--- config.mk ---
export PLATFORM = sky130hd
export DESIGN_NAME = cmplx_alu2_pipe
export DESIGN_NICKNAME = d
export VERILOG_FILES = /design/src/rtl/cmplx_alu2_pipe.sv
export SDC_FILE = /design/constraint.sdc
export NUM_CORES = 2
export LEC_CHECK = 0
export BUFFER_PORTS_ARGS = -buffer_cell sky130_fd_sc_hd__clkbuf_2
export CAP_MARGIN = 20
export CORE_ASPECT_RATIO = 0.75
export CORE_MARGIN = 10
export CORE_UTILIZATION = 45
export DETAILED_ROUTE_END_ITERATION = 12
export PLACE_DENSITY = 0.65
export SETUP_SLACK_MARGIN = 0.4
export SYNTH_ARGS = -nofsm -noshare
export SYNTH_HDL_FRONTEND = slang
export SYNTH_SLANG_ARGS = --single-unit
--- constraint.sdc ---
create_clock -name clk -period 16.05 [get_ports clk]
set_clock_uncertainty 0.1 [all_clocks]
set_input_delay 4.815 -clock clk [delete_from_list [all_inputs] [get_ports clk]]
set_output_delay 4.815 -clock clk [all_outputs]
set_load 0.02 [all_outputs]
--- src/rtl/cmplx_alu2_pipe.sv ---
// rtl/cmplx_alu2_pipe.sv - two-input complex streaming ALU, 3-stage pipeline, split back-pressured outputs
module cmplx_alu2_pipe #(
    parameter int WIDTH = 16,
    parameter int SHIFT = 15
) (
    input  logic               clk,
    input  logic               reset_n,
    input  logic [1:0]         mode,
    input  logic [2*WIDTH-1:0] i0_tdata,
    input  logic               i0_tlast,
    input  logic               i0_tvalid,
    output logic               i0_tready,
    input  logic [2*WIDTH-1:0] i1_tdata,
    input  logic               i1_tlast,
    input  logic               i1_tvalid,
    output logic               i1_tready,
    output logic [2*WIDTH-1:0] o0_tdata,
    output logic               o0_tlast,
    output logic               o0_tvalid,
    input  logic               o0_tready,
    output logic [2*WIDTH-1:0] o1_tdata,
    output logic               o1_tlast,
    output logic               o1_tvalid,
    input  logic               o1_tready,
    output logic               err_tlast
);
    localparam int DW = 2*WIDTH;
    localparam int PW = 2*WIDTH + 2;
    localparam logic signed [PW-1:0] MAXV = {{(PW-WIDTH+1){1'b0}}, {(WIDTH-1){1'b1}}};
    localparam logic signed [PW-1:0] MINV = {{(PW-WIDTH+1){1'b1}}, {(WIDTH-1){1'b0}}};
    localparam logic signed [PW-1:0] RND  = {{(PW-1){1'b0}}, 1'b1} << (SHIFT-1);
    localparam logic [1:0] OP_ADD  = 2'd0;
    localparam logic [1:0] OP_MUL  = 2'd1;
    localparam logic [1:0] OP_PASS = 2'd2;

    function automatic logic signed [PW-1:0] ext_p(input logic signed [DW-1:0] v);
        return {{(PW-DW){v[DW-1]}}, v};
    endfunction

    function automatic logic signed [PW-1:0] ext_w(input logic signed [WIDTH-1:0] v);
        return {{(PW-WIDTH){v[WIDTH-1]}}, v};
    endfunction

    function automatic logic [WIDTH-1:0] finish_val(input logic signed [PW-1:0] v, input logic mul);
        logic signed [PW-1:0] r;
        r = mul ? ((v + RND) >>> SHIFT) : v;
        if (r > MAXV)
            return MAXV[WIDTH-1:0];
        else if (r < MINV)
            return MINV[WIDTH-1:0];
        return r[WIDTH-1:0];
    endfunction

    // Reset asserts immediately but releases only on a clock edge.
    logic rst_meta, rst_n_s;
    always_ff @(posedge clk or negedge reset_n) begin
        if (!reset_n) begin
            rst_meta <= 1'b0;
            rst_n_s  <= 1'b0;
        end else begin
            rst_meta <= 1'b1;
            rst_n_s  <= rst_meta;
        end
    end

    logic s1_valid, s2_valid, s3_valid;
    logic s1_load, s2_load, s3_load, accept, retire;
    logic done0, done1, ok0, ok1;
    logic sop;
    logic [1:0] mode_q, beat_mode;
    logic [DW-1:0] s1_a, s1_b;
    logic s1_last, s2_last, s2_mul;
    logic [1:0] s1_op;
    logic signed [PW-1:0] s2_p0i, s2_p0q, s2_p1i, s2_p1q;
    logic signed [PW-1:0] p0i, p0q, p1i, p1q;
    logic signed [WIDTH-1:0] ai, aq, bi, bq;
    logic signed [DW-1:0] m_ii, m_qq, m_iq, m_qi;

    assign o0_tvalid = s3_valid & ~done0;
    assign o1_tvalid = s3_valid & ~done1;
    assign ok0       = o0_tvalid & o0_tready;
    assign ok1       = o1_tvalid & o1_tready;
    assign retire    = s3_valid & (done0 | ok0) & (done1 | ok1);
    assign s3_load   = ~s3_valid | retire;
    assign s2_load   = ~s2_valid | s3_load;
    assign s1_load   = ~s1_valid | s2_load;
    assign accept    = i0_tvalid & i1_tvalid & s1_load & rst_n_s;
    assign i0_tready = accept;
    assign i1_tready = accept;
    assign beat_mode = sop ? mode : mode_q;

    assign ai   = s1_a[DW-1:WIDTH];
    assign aq   = s1_a[WIDTH-1:0];
    assign bi   = s1_b[DW-1:WIDTH];
    assign bq   = s1_b[WIDTH-1:0];
    assign m_ii = DW'(ai) * DW'(bi);
    assign m_qq = DW'(aq) * DW'(bq);
    assign m_iq = DW'(ai) * DW'(bq);
    assign m_qi = DW'(aq) * DW'(bi);

    always_comb begin
        p0i = ext_w(ai) + ext_w(bi);
        p0q = ext_w(aq) + ext_w(bq);
        p1i = ext_w(ai) - ext_w(bi);
        p1q = ext_w(aq) - ext_w(bq);
        if (s1_op == OP_MUL) begin
            p0i = ext_p(m_ii) - ext_p(m_qq);
            p0q = ext_p(m_iq) + ext_p(m_qi);
            p1i = ext_p(m_ii) + ext_p(m_qq);
            p1q = ext_p(m_qi) - ext_p(m_iq);
        end else if (s1_op == OP_PASS) begin
            p0i = ext_w(ai);
            p0q = ext_w(aq);
            p1i = ext_w(bi);
            p1q = ext_w(bq);
        end
    end

    always_ff @(posedge clk or negedge rst_n_s) begin
        if (!rst_n_s) begin
            sop       <= 1'b1;
            mode_q    <= 2'd0;
            err_tlast <= 1'b0;
            s1_valid  <= 1'b0;
            s1_a      <= '0;
            s1_b      <= '0;
            s1_last   <= 1'b0;
            s1_op     <= OP_ADD;
            s2_valid  <= 1'b0;
            s2_last   <= 1'b0;
            s2_mul    <= 1'b0;
            s2_p0i    <= '0;
            s2_p0q    <= '0;
            s2_p1i    <= '0;
            s2_p1q    <= '0;
            s3_valid  <= 1'b0;
            o0_tdata  <= '0;
            o1_tdata  <= '0;
            o0_tlast  <= 1'b0;
            o1_tlast  <= 1'b0;
            done0     <= 1'b0;
            done1     <= 1'b0;
        end else begin
            if (accept) begin
                sop <= i0_tlast;
                if (sop)
                    mode_q <= mode;
                if (i0_tlast != i1_tlast)
                    err_tlast <= 1'b1;
            end
            if (s1_load) begin
                s1_valid <= accept;
                if (accept) begin
                    s1_a    <= i0_tdata;
                    s1_b    <= i1_tdata;
                    s1_last <= i0_tlast;
                    s1_op   <= (beat_mode == 2'd3) ? OP_ADD : beat_mode;
                end
            end
            if (s2_load) begin
                s2_valid <= s1_valid;
                if (s1_valid) begin
                    s2_last <= s1_last;
                    s2_mul  <= (s1_op == OP_MUL);
                    s2_p0i  <= p0i;
                    s2_p0q  <= p0q;
                    s2_p1i  <= p1i;
                    s2_p1q  <= p1q;
                end
            end
            if (s3_load) begin
                s3_valid <= s2_valid;
                if (s2_valid) begin
                    o0_tdata <= {finish_val(s2_p0i, s2_mul), finish_val(s2_p0q, s2_mul)};
                    o1_tdata <= {finish_val(s2_p1i, s2_mul), finish_val(s2_p1q, s2_mul)};
                    o0_tlast <= s2_last;
                    o1_tlast <= s2_last;
                end
            end
            // Per-port completion flags let each output finish its beat independently.
            if (retire) begin
                done0 <= 1'b0;
                done1 <= 1'b0;
            end else begin
                done0 <= done0 | ok0;
                done1 <= done1 | ok1;
            end
        end
    end
endmodule

Word level (Yosys, flattened, before mapping)
Cells that the tools add are included.
Operators by class
  add/subtract/negate cells: 12
  multipliers: 4
  magnitude comparators: 8
  equality and inequality tests: 4
  muxes and demuxes: 44
  bitwise operators: 19
  reductions and logical operators: 4
Operator list (count)
  $mux 34: 12
  $mux 16: 12
  $add 34x16->34 const B: 4
  $gt 34x16->1 const B: 4
  $lt 34x16->1 const B: 4
  $mul 16x16->32: 4
  $add 32x32->33: 2
  $sub 32x32->33: 2
  $add 16x16->17: 2
  $sub 16x16->17: 2
  $mux 1: 18
  $and 1x1->1: 9
  $reduce_and 2->1: 4
  $not 1->1: 5
  $or 1x1->1: 5
  $eq 2x2->1 const B: 2
  $mux 2: 2
  $eq 2x1->1 const B: 1
  $ne 1x1->1: 1
Word-level totals
  flip-flop bits (word level): 281
  output and inout port bits: 71
  word-level logic and storage cells: 118

Longest topological paths before layout
  depth in word-level cells: 12
  gate-level depth with buffers: 37
  mapped depth without buffers: 34

Least setup slack after synthesis
Ideal clock, no wire load.
  path kind: register -> output
  from: register rst_n_s
  to: output i1_tready
  arrival: 8154 ps
  required time: 11135 ps
  setup slack: 2981 ps
  stages on the path, launching flop included: 6
  buffers on the path: 3
  cell sequence: dfrtp_1 > nand3_1 > a31oi_1 > clkbuf_1 > clkbuf_1 > buf_4
Between the ends
  word-level cells in the longest chain between the ends: 1
RTL lines
  start, declared: line 55  | logic rst_meta, rst_n_s;
  start signal, assigned: line 62  | rst_n_s <= rst_meta;
  $and 1x1->1: line 87  | assign accept = i0_tvalid & i1_tvalid & s1_load & rst_n_s;
  end, declared: line 16  | output logic i1_tready,
Every way passes these cells.

Worst setup path in the final report
  from: input o0_tready
  to: output i1_tready
Between the ends
  word-level cells in the longest chain between the ends: 9
RTL lines
  start, declared: line 20  | input logic o0_tready,
  $and 1x1->1: line 81  | assign ok0 = o0_tvalid & o0_tready;
  $or 1x1->1: line 83  | assign retire = s3_valid & (done0 | ok0) & (done1 | ok1);
  $and 1x1->1 (2 in a row): line 83
  $or 1x1->1: line 84  | assign s3_load = ~s3_valid | retire;
  $or 1x1->1: line 85  | assign s2_load = ~s2_valid | s3_load;
  $or 1x1->1: line 86  | assign s1_load = ~s1_valid | s2_load;
  $and 1x1->1 (2 in a row): line 87
Every way passes these cells.

==> flow_summary.ini <==
[timing]
period_needed_ns = 11.32
hold_viol = 0
period_share = 0.705
slew_headroom = 0.254
finalMaxSlewViolations = 0
tightestPinTransition_ns = 1.11
setup_violations = 0
fmax_ghz = 0.0883
rsz0062_at_grt = false
fin_tns_setup_ns = 0

[yosys]
synth.avg_cell_area_um2 = 8.54
synth_top_area_share = 0.339
synth-seq-area-share = 0.111
ys_ff_latch = 277
synthFlopType = dfrtp_1
async_reset_ff_frac = 1.00
syn_nets = 8946
synth-edff-count = 0
ys_types = 83
synthTopCellsByArea = fa_1 (34%), dfrtp_1 (11%), ha_1 (11%)
ys_warn_count = 0
synthesis.instances = 7290
netlist_area_mm2 = 0.0623
synth_top_area_cell = fa_1

[global_route]
grt_overflow = 0
grt_max_degree = 77
grt_use_total = 0.256
grt_pass1_wl_mm = 311
grt_pass1_vias = 51900
antenna_found_initial = 12

[clock_tree]
clkLatencyLatePin_ns = 0.62
cts_resized = 0
post_cts_buffers = 0
cts_root_buf = clkbuf_16
cts_made_buffers = 36
clock_path_buffers = 3
htreeDepth = 2
clkTransAtPathRegs_ns = 0.06
hold_buffers = 0
cts.sinks = 277
cts_tree = done

[floorplan]
die-area_mm2 = 0.154
start_util = 0.452
coreArea_mm2 = 0.138
num_rows = 118
dieWidth_um = 450
pin_count = 145
die_y_um = 342

[critical_path]
worstSetupStartpointType = primary input
cpMostUsedCell = clkbuf_2
timing.rr.start = s1_a[27]
reg2regPathDepth = 32
critPathArrivalTime_ns = 6.41
crit_path_end_kind = primary output
reg2reg_to = s2_p1q[31]
rrSetupSlack_ns = 6.27
critPathMaxStageDelay_ns = 0.68
cp_slowest_cell = buf_4
critPathKind = in -> out
cp_max_fo = 68
path_cells = clkbuf_2 > nor2_1 > o21a_1 > a31oi_4 > buf_4 > clkbuf_2
required_ns = 11.13

[routing]
finalWirelength_mm = 197
ant_nets = 0
wl_per_cell_um = 21.7
vias = 50100
viasPerCell = 5.51
route.met3.wl_mm = 17.2
met1Wirelength_mm = 85.4
drcViolationCount = 0
highest_layer = met4
drt_iter0_markers = 4346
drt_first_pass_iters = 7
route.met2.wl_mm = 84.7

[place]
gp_congestion = 0.967
dp_hpwl_mm = 158
io_buffer_count = 144

[min_path]
worstHoldPathType = reg -> async

[cells_and_area]
fillers = 13400
nets = 8863
layout_common_cells = inv_1 (1359), fa_1 (1056), nand2_1 (820)
drive_above_1_share = 0.0542
layout.cells.most_common = inv_1
synthToLayoutAreaGrowth_pct = 5.81

[status]
status = finished clean

[flow_run]
max_cap_violations = 0
[how the worst max path moves through the flow]
stage               startpoint   endpoint  depth (start not counted)
global route         o0_tready  i1_tready                          6
finish               o0_tready  i1_tready                          6
CTS                  o0_tready  i1_tready                          6
global placement     o0_tready  i1_tready                          6
floorplan              rst_n_s  i1_tready                          5
detailed placement   o0_tready  i1_tready                          6
[metrics by stage]
stage               hold WS (ns)  cell area (um2)   util  instances  worst slack (ns)
floorplan                  0.231            62300      -       7290              2.98
global placement           0.234            64800  0.470       9029              4.74
detailed placement         0.237            64800  0.470       9029              4.75
CTS                        0.232            65900  0.478       9091              4.75
global route               0.260            65900  0.478       9091              4.66
finish                     0.215            65900  0.478       9092              4.73
[registers in the layout, summed over array words and instances (netlist names), 2 cells and up]
register  flops
o1_tdata     32
s2_p0i       33
s1_a         32
mode_q        2
s1_b         32
s2_p1i       33
s1_op         2
s2_p0q       33
o0_tdata     32
s2_p1q       33
[final cells by class]
| cell class | instances | area (um2) | share of cell area |
|---|---|---|---|
| clock inverters | 13 | 144 | 0.00218 |
| clock buffers | 49 | 1010 | 0.0153 |
| inverters | 1366 | 5130 | 0.0778 |
| well taps | 1860 | 2330 | 0.0353 |
| repair buffers | 247 | 1490 | 0.0227 |
| flip-flops and latches | 277 | 6940 | 0.105 |
| diodes | 1 | 2.50 | 0.0000380 |
| multi-input cells | 5279 | 48900 | 0.741 |
[synthesized netlist by cell type, drive strengths merged (83+ instances only)]
cell type     n
inv        1360
a21oi       341
dfrtp       276
nand3        83
xnor2       258
clkbuf      320
and2        390
fa         1056
o21ai       268
xor2        116
ha          526
nor2        509
nand2       821
[critical path: cells and delay by family]
family | cells | cell delay, ns
buffers and inverters | 3 | 1.08
and+or+nand+nor | 1 | 0.05
AOI/OAI and AO/OA | 2 | 0.42
[layer usage]
metal	vias to the layer above	GRT usage
li1	22600	-
met1	25100	0.354
met2	2000	0.392
met4	0	0.110
met3	384	0.0507
met5	-	0
[kinds of logic (layout without fill, tap and decap cells)]
family | count (synthesis) | count (layout) | synth area share
buf+inv | 1734 | 1675 | 0.105
xor+xnor | 374 | 374 | 0.0526
fa+ha+maj | 1582 | 1582 | 0.445
compound gates | 1150 | 1150 | 0.118
simple gates | 2107 | 2107 | 0.157
flops | 277 | 277 | 0.111
mux | 65 | 65 | 0.0112
other cells | 1 | 2 | 0.0000602
Power is left out: the tool's default activity adds up to more than one toggle a clock period on the data nets, which glitch-free logic cannot reach.
